==> src/rtl/pkt_mem_reader_pkg.sv <==
// Shared constants for the packet memory reader: FSM state encoding and default widths.
package pkt_mem_reader_pkg;

  localparam int unsigned DEF_DATA_WIDTH = 64;
  localparam int unsigned DEF_ADDR_WIDTH = 8;
  localparam int unsigned FIFO_DEPTH     = 2;
  localparam int unsigned STATE_WIDTH    = 2;

  localparam logic [STATE_WIDTH-1:0] ST_IDLE  = 2'b00;
  localparam logic [STATE_WIDTH-1:0] ST_READ  = 2'b01;
  localparam logic [STATE_WIDTH-1:0] ST_DRAIN = 2'b10;
  localparam logic [STATE_WIDTH-1:0] ST_DONE  = 2'b11;

endpackage

==> src/rtl/pkt_rd_skid_fifo.sv <==
// Two-entry output FIFO between the packet memory read port and the downstream stage.
// Head word is presented directly from storage; pushes and pops may coincide.
module pkt_rd_skid_fifo
  import pkt_mem_reader_pkg::*;
#(
  parameter int unsigned DATA_WIDTH = DEF_DATA_WIDTH,
  parameter int unsigned CTRL_WIDTH = DATA_WIDTH / 8
) (
  input  logic                  clk,
  input  logic                  reset,
  input  logic                  push,
  input  logic [DATA_WIDTH-1:0] push_data,
  input  logic [CTRL_WIDTH-1:0] push_ctrl,
  input  logic                  pop,
  output logic [DATA_WIDTH-1:0] head_data,
  output logic [CTRL_WIDTH-1:0] head_ctrl,
  output logic [1:0]            count,
  output logic                  empty
);

  logic [DATA_WIDTH-1:0] data_q [FIFO_DEPTH];
  logic [CTRL_WIDTH-1:0] ctrl_q [FIFO_DEPTH];
  logic                  wr_ptr_q;
  logic                  rd_ptr_q;
  logic [1:0]            count_q;
  logic                  push_ok;
  logic                  pop_ok;

  // A full FIFO still accepts a push when the head leaves in the same cycle.
  assign pop_ok  = pop && (count_q != 2'd0);
  assign push_ok = push && ((count_q != 2'(FIFO_DEPTH)) || pop_ok);

  always_ff @(posedge clk) begin
    if (reset) begin
      for (int i = 0; i < int'(FIFO_DEPTH); i++) begin
        data_q[i] <= '0;
        ctrl_q[i] <= '0;
      end
      wr_ptr_q <= 1'b0;
      rd_ptr_q <= 1'b0;
      count_q  <= 2'd0;
    end else begin
      if (push_ok) begin
        data_q[wr_ptr_q] <= push_data;
        ctrl_q[wr_ptr_q] <= push_ctrl;
        wr_ptr_q         <= ~wr_ptr_q;
      end
      if (pop_ok) begin
        rd_ptr_q <= ~rd_ptr_q;
      end
      case ({push_ok, pop_ok})
        2'b10:   count_q <= count_q + 2'd1;
        2'b01:   count_q <= count_q - 2'd1;
        default: count_q <= count_q;
      endcase
    end
  end

  assign head_data = data_q[rd_ptr_q];
  assign head_ctrl = ctrl_q[rd_ptr_q];
  assign count     = count_q;
  assign empty     = (count_q == 2'd0);

endmodule

==> src/rtl/pkt_mem_reader.sv <==
// Streams a stored packet out of packet memory into the next pipeline stage.
// Optional statistics counters (pkt_count, word_count) are built when PKT_RD_STATS_EN is defined.
module pkt_mem_reader
  import pkt_mem_reader_pkg::*;
#(
  parameter int unsigned DATA_WIDTH = DEF_DATA_WIDTH,
  parameter int unsigned CTRL_WIDTH = DATA_WIDTH / 8,
  parameter int unsigned ADDR_WIDTH = DEF_ADDR_WIDTH
) (
  input  logic                  clk,
  input  logic                  reset,
  input  logic                  packet_rdy,
  input  logic [ADDR_WIDTH-1:0] packet_start_addr,
  input  logic [ADDR_WIDTH-1:0] packet_end_addr,
  output logic [ADDR_WIDTH-1:0] mem_rd_addr,
  output logic                  mem_rd_en,
  input  logic [DATA_WIDTH-1:0] mem_rd_data,
  input  logic [CTRL_WIDTH-1:0] mem_rd_ctrl,
  output logic [DATA_WIDTH-1:0] out_data,
  output logic [CTRL_WIDTH-1:0] out_ctrl,
  output logic                  out_wr,
  input  logic                  out_rdy,
  output logic                  pkt_done,
  output logic                  busy
`ifdef PKT_RD_STATS_EN
  ,
  output logic [31:0]           pkt_count,
  output logic [31:0]           word_count
`endif
);

  logic [STATE_WIDTH-1:0] state_q;
  logic [STATE_WIDTH-1:0] state_d;
  logic [ADDR_WIDTH-1:0]  rd_addr_q;
  logic [ADDR_WIDTH-1:0]  end_addr_q;
  logic                   rd_pend_q;
  logic [1:0]             fifo_count;
  logic                   fifo_empty;
  logic                   rd_issue_c;
  logic                   last_rd_c;
  logic                   last_wr_c;

  // Next-state and read-issue decode.
  // A read is issued only if the word it returns is guaranteed a FIFO slot, counting the
  // slot freed by a pop in this same cycle so streaming runs at one word per cycle.
  always_comb begin
    state_d    = state_q;
    rd_issue_c = 1'b0;
    last_rd_c  = 1'b0;
    last_wr_c  = 1'b0;
    out_wr     = !fifo_empty && out_rdy;
    case (state_q)
      ST_IDLE: begin
        if (packet_rdy) begin
          state_d = ST_READ;
        end
      end
      ST_READ: begin
        rd_issue_c = (3'(fifo_count) + 3'(rd_pend_q)) < (3'd2 + 3'(out_wr));
        last_rd_c  = rd_issue_c && (rd_addr_q == end_addr_q);
        if (last_rd_c) begin
          state_d = ST_DRAIN;
        end
      end
      ST_DRAIN: begin
        last_wr_c = out_wr && (fifo_count == 2'd1) && !rd_pend_q;
        if (last_wr_c) begin
          state_d = ST_DONE;
        end
      end
      ST_DONE: begin
        state_d = ST_IDLE;
      end
      default: begin
        state_d = ST_IDLE;
      end
    endcase
  end

  always_ff @(posedge clk) begin
    if (reset) begin
      state_q <= ST_IDLE;
    end else begin
      state_q <= state_d;
    end
  end

  // Address window is captured once per packet; the read pointer wraps naturally.
  always_ff @(posedge clk) begin
    if (reset) begin
      rd_addr_q  <= '0;
      end_addr_q <= '0;
      rd_pend_q  <= 1'b0;
    end else begin
      rd_pend_q <= rd_issue_c;
      if ((state_q == ST_IDLE) && packet_rdy) begin
        rd_addr_q  <= packet_start_addr;
        end_addr_q <= packet_end_addr;
      end else if (rd_issue_c && !last_rd_c) begin
        rd_addr_q <= rd_addr_q + ADDR_WIDTH'(1);
      end
    end
  end

  pkt_rd_skid_fifo #(
    .DATA_WIDTH (DATA_WIDTH),
    .CTRL_WIDTH (CTRL_WIDTH)
  ) u_fifo (
    .clk       (clk),
    .reset     (reset),
    .push      (rd_pend_q),
    .push_data (mem_rd_data),
    .push_ctrl (mem_rd_ctrl),
    .pop       (out_wr),
    .head_data (out_data),
    .head_ctrl (out_ctrl),
    .count     (fifo_count),
    .empty     (fifo_empty)
  );

  assign mem_rd_en   = rd_issue_c;
  assign mem_rd_addr = rd_addr_q;
  assign pkt_done    = (state_q == ST_DONE);
  assign busy        = (state_q != ST_IDLE);

`ifdef PKT_RD_STATS_EN
  // Free-running statistics, wrapping at 2^32.
  always_ff @(posedge clk) begin
    if (reset) begin
      pkt_count  <= 32'd0;
      word_count <= 32'd0;
    end else begin
      if (pkt_done) begin
        pkt_count <= pkt_count + 32'd1;
      end
      if (out_wr) begin
        word_count <= word_count + 32'd1;
      end
    end
  end
`endif

endmodule

==> config.mk <==
export PLATFORM = sky130hd
export DESIGN_NAME = pkt_mem_reader
export DESIGN_NICKNAME = d
export VERILOG_FILES = /design/src/rtl/pkt_mem_reader_pkg.sv /design/src/rtl/pkt_rd_skid_fifo.sv /design/src/rtl/pkt_mem_reader.sv
export SDC_FILE = /design/constraint.sdc
export NUM_CORES = 1
export LEC_CHECK = 0
export ABC_AREA = 1
export CAP_MARGIN = 20
export CORE_MARGIN = 2
export CORE_UTILIZATION = 46
export DETAILED_ROUTE_END_ITERATION = 8
export GPL_TIMING_DRIVEN = 0
export PLACE_DENSITY_LB_ADDON = 0.05
export REMOVE_ABC_BUFFERS = 1
export SLEW_MARGIN = 20
export SYNTH_ARGS = -nofsm -noshare
export SYNTH_HDL_FRONTEND = slang
export SYNTH_SLANG_ARGS = --single-unit
==> constraint.sdc <==
create_clock -name clk -period 3.6 [get_ports clk]
set_clock_uncertainty 0.1 [all_clocks]
set_input_delay 0.36 -clock clk [delete_from_list [all_inputs] [get_ports clk]]
set_output_delay 0.36 -clock clk [all_outputs]
set_load 0.005 [all_outputs]
==> reports/metrics.yaml, run 1 <==
cells_and_area:
  antenna_cells_inserted: 0
  num-nets-final: 947
  fin_util_pct: 62.2
  final_layout_size_suffix_gt1_share_pct: 21.8
  final_cells: 1081
  layout.cells.most_common_list: "sky130_fd_sc_hd__clkdlybuf4s50_1 (175), sky130_fd_sc_hd__edfxtp_1 (144), sky130_fd_sc_hd__nor2_1 (109)"
  layout.cells.most_common: "sky130_fd_sc_hd__clkdlybuf4s50_1"
  area_delta_synth_final_pct: 33.1
critical_path:
  critPathRequiredTime_ns: 3.61
  timing.critical_path.from: "u_fifo.count[0]"
  critical_path_arrival_ns: 3.34
  endpoint_kind: "flop"
  cp.buffers_inverters: 6
  r2r_setup_slack_ns: 0.27
  timing.critical_path.max_delay_family: "buffers and inverters"
  max_stage_delay_on_crit_path_ns: 0.37
  critPathCapture: "u_fifo.data_q[0][63]"
  crit_path_top_delay_cell: "sky130_fd_sc_hd__dfxtp_1"
  setup.worst_path.start_class: "flop"
  cp_max_fo: 32
  crit-reg2reg-capture: "u_fifo.data_q[0][63]"
  timing.critical_path.depth: 12
  r2r_start: "u_fifo.count[0]"
  worst_setup_path_class: "reg -> reg"
  path_cells: "inv_1, ha_1, nor2_4, inv_2, a21oi_4, inv_2, nor2_1, nand2_8, buf_16, buf_16, nand2_8, buf_12"
  worst-r2r-cell-count: 12
yosys:
  ys_ff_latch: 168
  yosys_warnings: 0
  yosys.area.top_type_share_pct: 53.9
  synth.area.top_cells: "sky130_fd_sc_hd__edfxtp_1 (54%), sky130_fd_sc_hd__mux2_2 (10%), sky130_fd_sc_hd__nor2_4 (8.3%)"
  synth.avg_cell_area_sq_um: 12.0
  number_of_different_library_cells_in_the_post_synthesis_netlist: 25
  sequential_area_share_after_synthesis_pct: 59.9
  post-synth-top-area-cell: "sky130_fd_sc_hd__edfxtp_1"
  mappedNetlistArea_sq_um: 8020
  postSynthCellCount: 667
power_and_ir_drop:
  power.combinational.fraction_pct: 29.7
  power_density_nw_per_um2: 588
  power_frac_seq_pct: 40.3
  p_int_mw: 4.51
  power.net_switching_mw: 1.77
  pwr-share-clk_pct: 29.9
  swShare_pct: 28.2
  vdd_drop_max_uv: 354
  total_power_mw: 6.28
  leakage_power_summed_over_all_cells_nw: 4.21
clocking:
  clock_tree.htree_level_count: 4
  clock_tree_from_tritoncts: "done"
  worst_setup_hold_path_clk_slew_ns: 0.06
  cts_inserted_buffers: 17
  clockRootBuffer: "sky130_fd_sc_hd__clkbuf_16"
  clock_latency_ns: 0.42
  cts_num_sinks: 168
  clockBufferDepth: 2
floorplanning:
  full_die_area_sq_um: 18500
  initial_core_util_pct: 46.7
  ios: 176
  area_inside_the_core_boundary_sq_um: 17200
  die_w_um: 136
  die_height_um: 136
  core.rowCount: 48
detailed_routing:
  detail-route-antenna-nets: 0
  viasPerCell: 4.78
  detail_route.drc_violations: 0
  drt_first_iter_violations: 246
  num_vias: 5162
  drt_pass1_iterations: 6
  wl_mm: 16.6
  post_drt_wl_per_cell_um: 15.4
placement:
  dp_slack_ns: -0.698
  dp_hpwl_mm: 10.6
  gp_routability_congestion: 0.805
  port_buffers: 175
  post-place-cells: 1043
sta:
  timing.final.max_slew_violations: 0
  max_slew_margin_pct: 46.3
  timing.setup.tns_ns: 0
  post-route-period-util_pct: 92.4
  timing.final.hold_violations: 0
  worst_slew_pin_slew_ns: 0.803
  rsz0062_at_grt: "no"
  postLayoutSetupSlackWorst_ns: 0.273
  timing.final.setup_violations: 0
  period_minus_slack_ns: 3.33
  maxClockFrequency_mhz: 301
global_route:
  global_route.overflow_total: 0
  antenna_found_initial: 0
  grt_start_max_net_pins: 43
  grt_use_total_pct: 18.1
  first_global_vias: 5291
  grt_pass1_wl_mm: 25.6
status:
  outcome: "completed"
worst_hold_path:
  holdCritPathClass: "reg -> reg"
job:
  maxCapViolations: 0
[area by class of cell]
class                      instances  area [sq um]
tap                              225           282
inverter                          97           368
sequential                       168          4810
multi-input combinational        373          2690
timing repair buffer             186          1920
fill                            1448          6500
clock buffer                      21           460
clock inverter                    11           146
[kinds of logic (layout without fill, tap and decap cells)]
logic type,count (synthesis),in the layout,share of synthesized area [%]
AO/OA/AOI/OAI,31,31,2.07
XOR/XNOR,9,9,0.983
adder cells (fa/ha/maj),12,12,1.87
buffers and inverters,127,315,7.42
flip-flops,168,168,59.9
multiplexers,72,72,10.1
AND/OR/NAND/NOR,248,249,17.7
[worst min-delay path by stage]
stage	start	end	slack, ns	cells after the start
after floorplan	reset	mem_rd_addr[0]	0.33	1
after global placement	end_addr_q[4]	end_addr_q[4]	0.36	2
after detailed placement	end_addr_q[5]	end_addr_q[5]	0.36	2
after CTS	end_addr_q[5]	end_addr_q[5]	0.37	2
after global routing	end_addr_q[0]	end_addr_q[0]	0.39	2
final	end_addr_q[5]	end_addr_q[5]	0.37	2
[synthesized netlist by cell type]
| cell type | n |
|---|---|
| sky130_fd_sc_hd__nand2_1 | 52 |
| sky130_fd_sc_hd__ha_1 | 12 |
| sky130_fd_sc_hd__buf_2 | 15 |
| sky130_fd_sc_hd__xor2_1 | 3 |
| sky130_fd_sc_hd__clkbuf_1 | 8 |
| sky130_fd_sc_hd__xnor2_1 | 6 |
| sky130_fd_sc_hd__nor2_2 | 1 |
| sky130_fd_sc_hd__a21oi_1 | 16 |
| sky130_fd_sc_hd__inv_2 | 3 |
| sky130_fd_sc_hd__nor2_4 | 59 |
| sky130_fd_sc_hd__or2_2 | 1 |
| sky130_fd_sc_hd__buf_12 | 5 |
| sky130_fd_sc_hd__o21ai_0 | 14 |
| sky130_fd_sc_hd__nor2_1 | 109 |
| sky130_fd_sc_hd__buf_6 | 1 |
| sky130_fd_sc_hd__edfxtp_1 | 144 |
| sky130_fd_sc_hd__nor3_1 | 1 |
| sky130_fd_sc_hd__dfxtp_1 | 24 |
| sky130_fd_sc_hd__nand4_1 | 2 |
| sky130_fd_sc_hd__buf_8 | 1 |
| sky130_fd_sc_hd__nand2_2 | 2 |
| sky130_fd_sc_hd__nand3_1 | 21 |
| sky130_fd_sc_hd__mux2_2 | 72 |
| sky130_fd_sc_hd__inv_1 | 94 |
| sky130_fd_sc_hd__a21oi_4 | 1 |
[per-layer routing]
metal | GRT usage, % | up-vias | wire length [um]
met5 | 0 | - | 0
met4 | 6.60 | 0 | 227
met3 | 4.14 | 16 | 783
met2 | 31.0 | 121 | 8260
met1 | 22.3 | 2494 | 7370
li1 | - | 2531 | -
[registers in the layout, indices dropped and copies added, names as in the netlist, named ones only]
register / flops
u_fifo.data_q: 128
mem_rd_addr: 8
u_fifo.ctrl_q: 16
u_fifo.rd_ptr_q: 1
state_q: 2
end_addr_q: 8
u_fifo.wr_ptr_q: 1
u_fifo.count: 2
rd_pend_q: 1
[through the flow]
stage / area (sq um) / hold WS, ns
floorplan: 7790 / 0.329
global placement: 9820 / 0.359
detailed placement: 10000 / 0.364
CTS: 10600 / 0.374
global route: 10700 / 0.389
finish: 10700 / 0.367
[power groups by stage]
stage	clock network, mW	registers, mW	logic [mW]
floorplan	0	2.56	1.03
global placement	0	2.63	1.86
detailed placement	0	2.58	1.87
CTS	1.91	2.54	1.88
global route	1.98	2.56	2.04
finish	1.88	2.53	1.87
[worst min-delay path, cell delays in order (launching register included)]
cell and delay [ns]:
sky130_fd_sc_hd__dfxtp_1 0.31, sky130_fd_sc_hd__inv_1 0.06, sky130_fd_sc_hd__a21oi_1 0.05
[repair_timing]
item                                   in CTS  in global routing
buffers inserted                            0                  5
setup endpoints to repair                  72                 63
pin swaps                                   0                  1
endpoints found under the hold margin       0                  0
gates cloned                                0                  1
hold buffers                                0                  0
gates resized for setup                     3                  0
(Power assumes the default switching activity.)
==> run 2, diff against run 1 <==
CAP_MARGIN = 5   (was 20)
CORE_UTILIZATION = 40   (was 46)
==> run 2 against run 1 <==
- fmax shrank 1.1%
- register-to-register slack is essentially flat
- core utilization shrank 7.8 points
- first-iteration DRC count grew 1.2%
- final area shrank 0.26%
- flip-flop and latch count is the same
- worst hold slack gained 0.016 ns
- combinational power is essentially flat
- global-route usage shrank 1.4 points
- sequential power is essentially flat
==> reports/metrics.yaml, run 2 (synthesis gave the netlist of run 1 again) <==
cells_and_area:
  top_register: "u_fifo.data_q"
  antenna_cells_inserted: 0
  final_layout_size_suffix_gt1_share_pct: 21.2
  final_cells: 1115
  layout.cells.most_common: "sky130_fd_sc_hd__clkdlybuf4s50_1"
  area_delta_synth_final_pct: 32.7
  top_regs: "u_fifo.data_q: 128 flops, u_fifo.ctrl_q: 16 flops"
  num-nets-final: 941
  max_ffs_per_register: 128
  layout.cells.most_common_list: "sky130_fd_sc_hd__clkdlybuf4s50_1 (175), sky130_fd_sc_hd__edfxtp_1 (144), sky130_fd_sc_hd__nor2_1 (109)"
detailed_routing:
  viasPerCell: 4.67
  wl_mm: 17.2
  post_drt_wl_per_cell_um: 15.5
  drt_first_iter_violations: 249
  detail-route-antenna-nets: 0
  drt_pass1_iterations: 4
  num_vias: 5205
  detail_route.drc_violations: 0
critical_path:
  critPathRequiredTime_ns: 3.60
  setup.worst_path.start_class: "primary input"
  r2r_setup_slack_ns: 0.28
  timing.critical_path.from: "reset"
  max_stage_delay_on_crit_path_ns: 0.69
  path_cells: "clkdlybuf4s50_1, inv_1, nand2_4, buf_16, nand2_4, buf_16"
  endpoint_kind: "flop"
  critical_path_arrival_ns: 3.36
  r2r_start: "u_fifo.count[1]"
  cp_max_fo: 49
  worst_setup_path_class: "in -> reg"
  crit_path_top_delay_cell: "sky130_fd_sc_hd__clkdlybuf4s50_1"
clocking:
  clockRootBuffer: "sky130_fd_sc_hd__clkbuf_16"
  post_cts_hold_buffer_count: 0
  clockBufferDepth: 2
  worst_setup_hold_path_clk_slew_ns: 0.07
  clock_tree_from_tritoncts: "done"
  post-cts-setup-buffers: 0
  cts_num_sinks: 168
  clock_latency_ns: 0.43
  clock_tree.htree_level_count: 4
  cts_inserted_buffers: 17
  post_cts_resize_count: 0
sta:
  timing.final.max_slew_violations: 0
  timing.setup.tns_ns: 0
  post-route-period-util_pct: 93.5
  rsz0062_at_grt: "no"
  timing.final.setup_violations: 0
  timing.final.hold_violations: 0
  worst_slew_pin_slew_ns: 0.780
  maxClockFrequency_mhz: 297
  max_slew_margin_pct: 47.9
  period_minus_slack_ns: 3.36
global_route:
  grt_use_total_pct: 16.6
  grt_start_max_net_pins: 50
  first_global_vias: 5488
  antenna_found_initial: 0
  global_route.overflow_total: 0
  grt_pass1_wl_mm: 27.8
placement:
  dp_hpwl_mm: 11.2
  port_buffers: 175
  gp_routability_congestion: 0.830
  post-place-cells: 1083
power_and_ir_drop:
  leakage_power_summed_over_all_cells_nw: 4.19
  total_power_mw: 6.22
  vdd_drop_max_uv: 360
  power_density_nw_per_um2: 584
floorplanning:
  core.rowCount: 51
  initial_core_util_pct: 41.0
  area_inside_the_core_boundary_sq_um: 19600
  full_die_area_sq_um: 21200
  ios: 176
  die_w_um: 146
  die_height_um: 146
worst_hold_path:
  startpoint_of_the_worst_hold_path: "end_addr_q[5]"
  holdCritPathClass: "reg -> reg"
job:
  maxCapViolations: 0
status:
  outcome: "completed"
==> run 2: layout make-up <==
type / instances / area (sq um)
Timing Repair Buffer: 181 / 1910
Sequential cell: 168 / 4810
Tap cell: 265 / 332
Clock inverter: 15 / 151
Fill cell: 1736 / 8940
Multi-Input combinational cell: 372 / 2660
Inverter: 97 / 364
Clock buffer: 17 / 425
==> run 2: layer usage <==
| layer | vias to the layer above | wire (um) | share of wire, % | global-route usage, % |
|---|---|---|---|---|
| li1 | 2529 | - | - | - |
| met1 | 2502 | 7470 | 43 | 20.8 |
| met2 | 156 | 8680 | 50 | 28.9 |
| met3 | 18 | 835 | 4.8 | 3.26 |
| met4 | 0 | 250 | 1.5 | 5.54 |
| met5 | - | 0 | 0 | 0 |
==> run 2: path summary, 6_finish.rpt <==
check,endpoint,depth (start not counted)
setup / recovery,u_fifo.data_q[0][14],6
hold / removal,end_addr_q[5],2
setup reg to reg,u_fifo.data_q[0][14],11
hold reg to reg,end_addr_q[5],2
==> run 2: report_power, final <==
| part | switching (mW) | internal [mW] |
|---|---|---|
| sequential | 0.177 | 2.36 |
| combinational | 0.860 | 1.02 |
| clock | 0.779 | 1.02 |
==> run 2: worst max-delay path: cells and delay by family <==
family	cells	cell delay (ns)
buffers and inverters	4	2.05
AND/OR/NAND/NOR	2	0.90
==> run 2: per-stage QoR <==
stage	hold slack, ns	setup slack (ns)	cell area, sq um	util, %
4_1_cts	0.388	0.199	10600	54.4
3_5_place_dp	0.378	-0.263	10100	51.4
5_1_grt	0.421	0.0670	10600	54.4
3_3_place_gp	0.361	-8.61	9870	50.4
2_1_floorplan	0.329	-4.90	7790	-
6_report	0.384	0.236	10600	54.4
==> run 3, diff against run 2 <==
CAP_MARGIN = not set   (was 5)
==> results of run 3 <==
Final layout, timing and power as in run 2 (identical DEF).
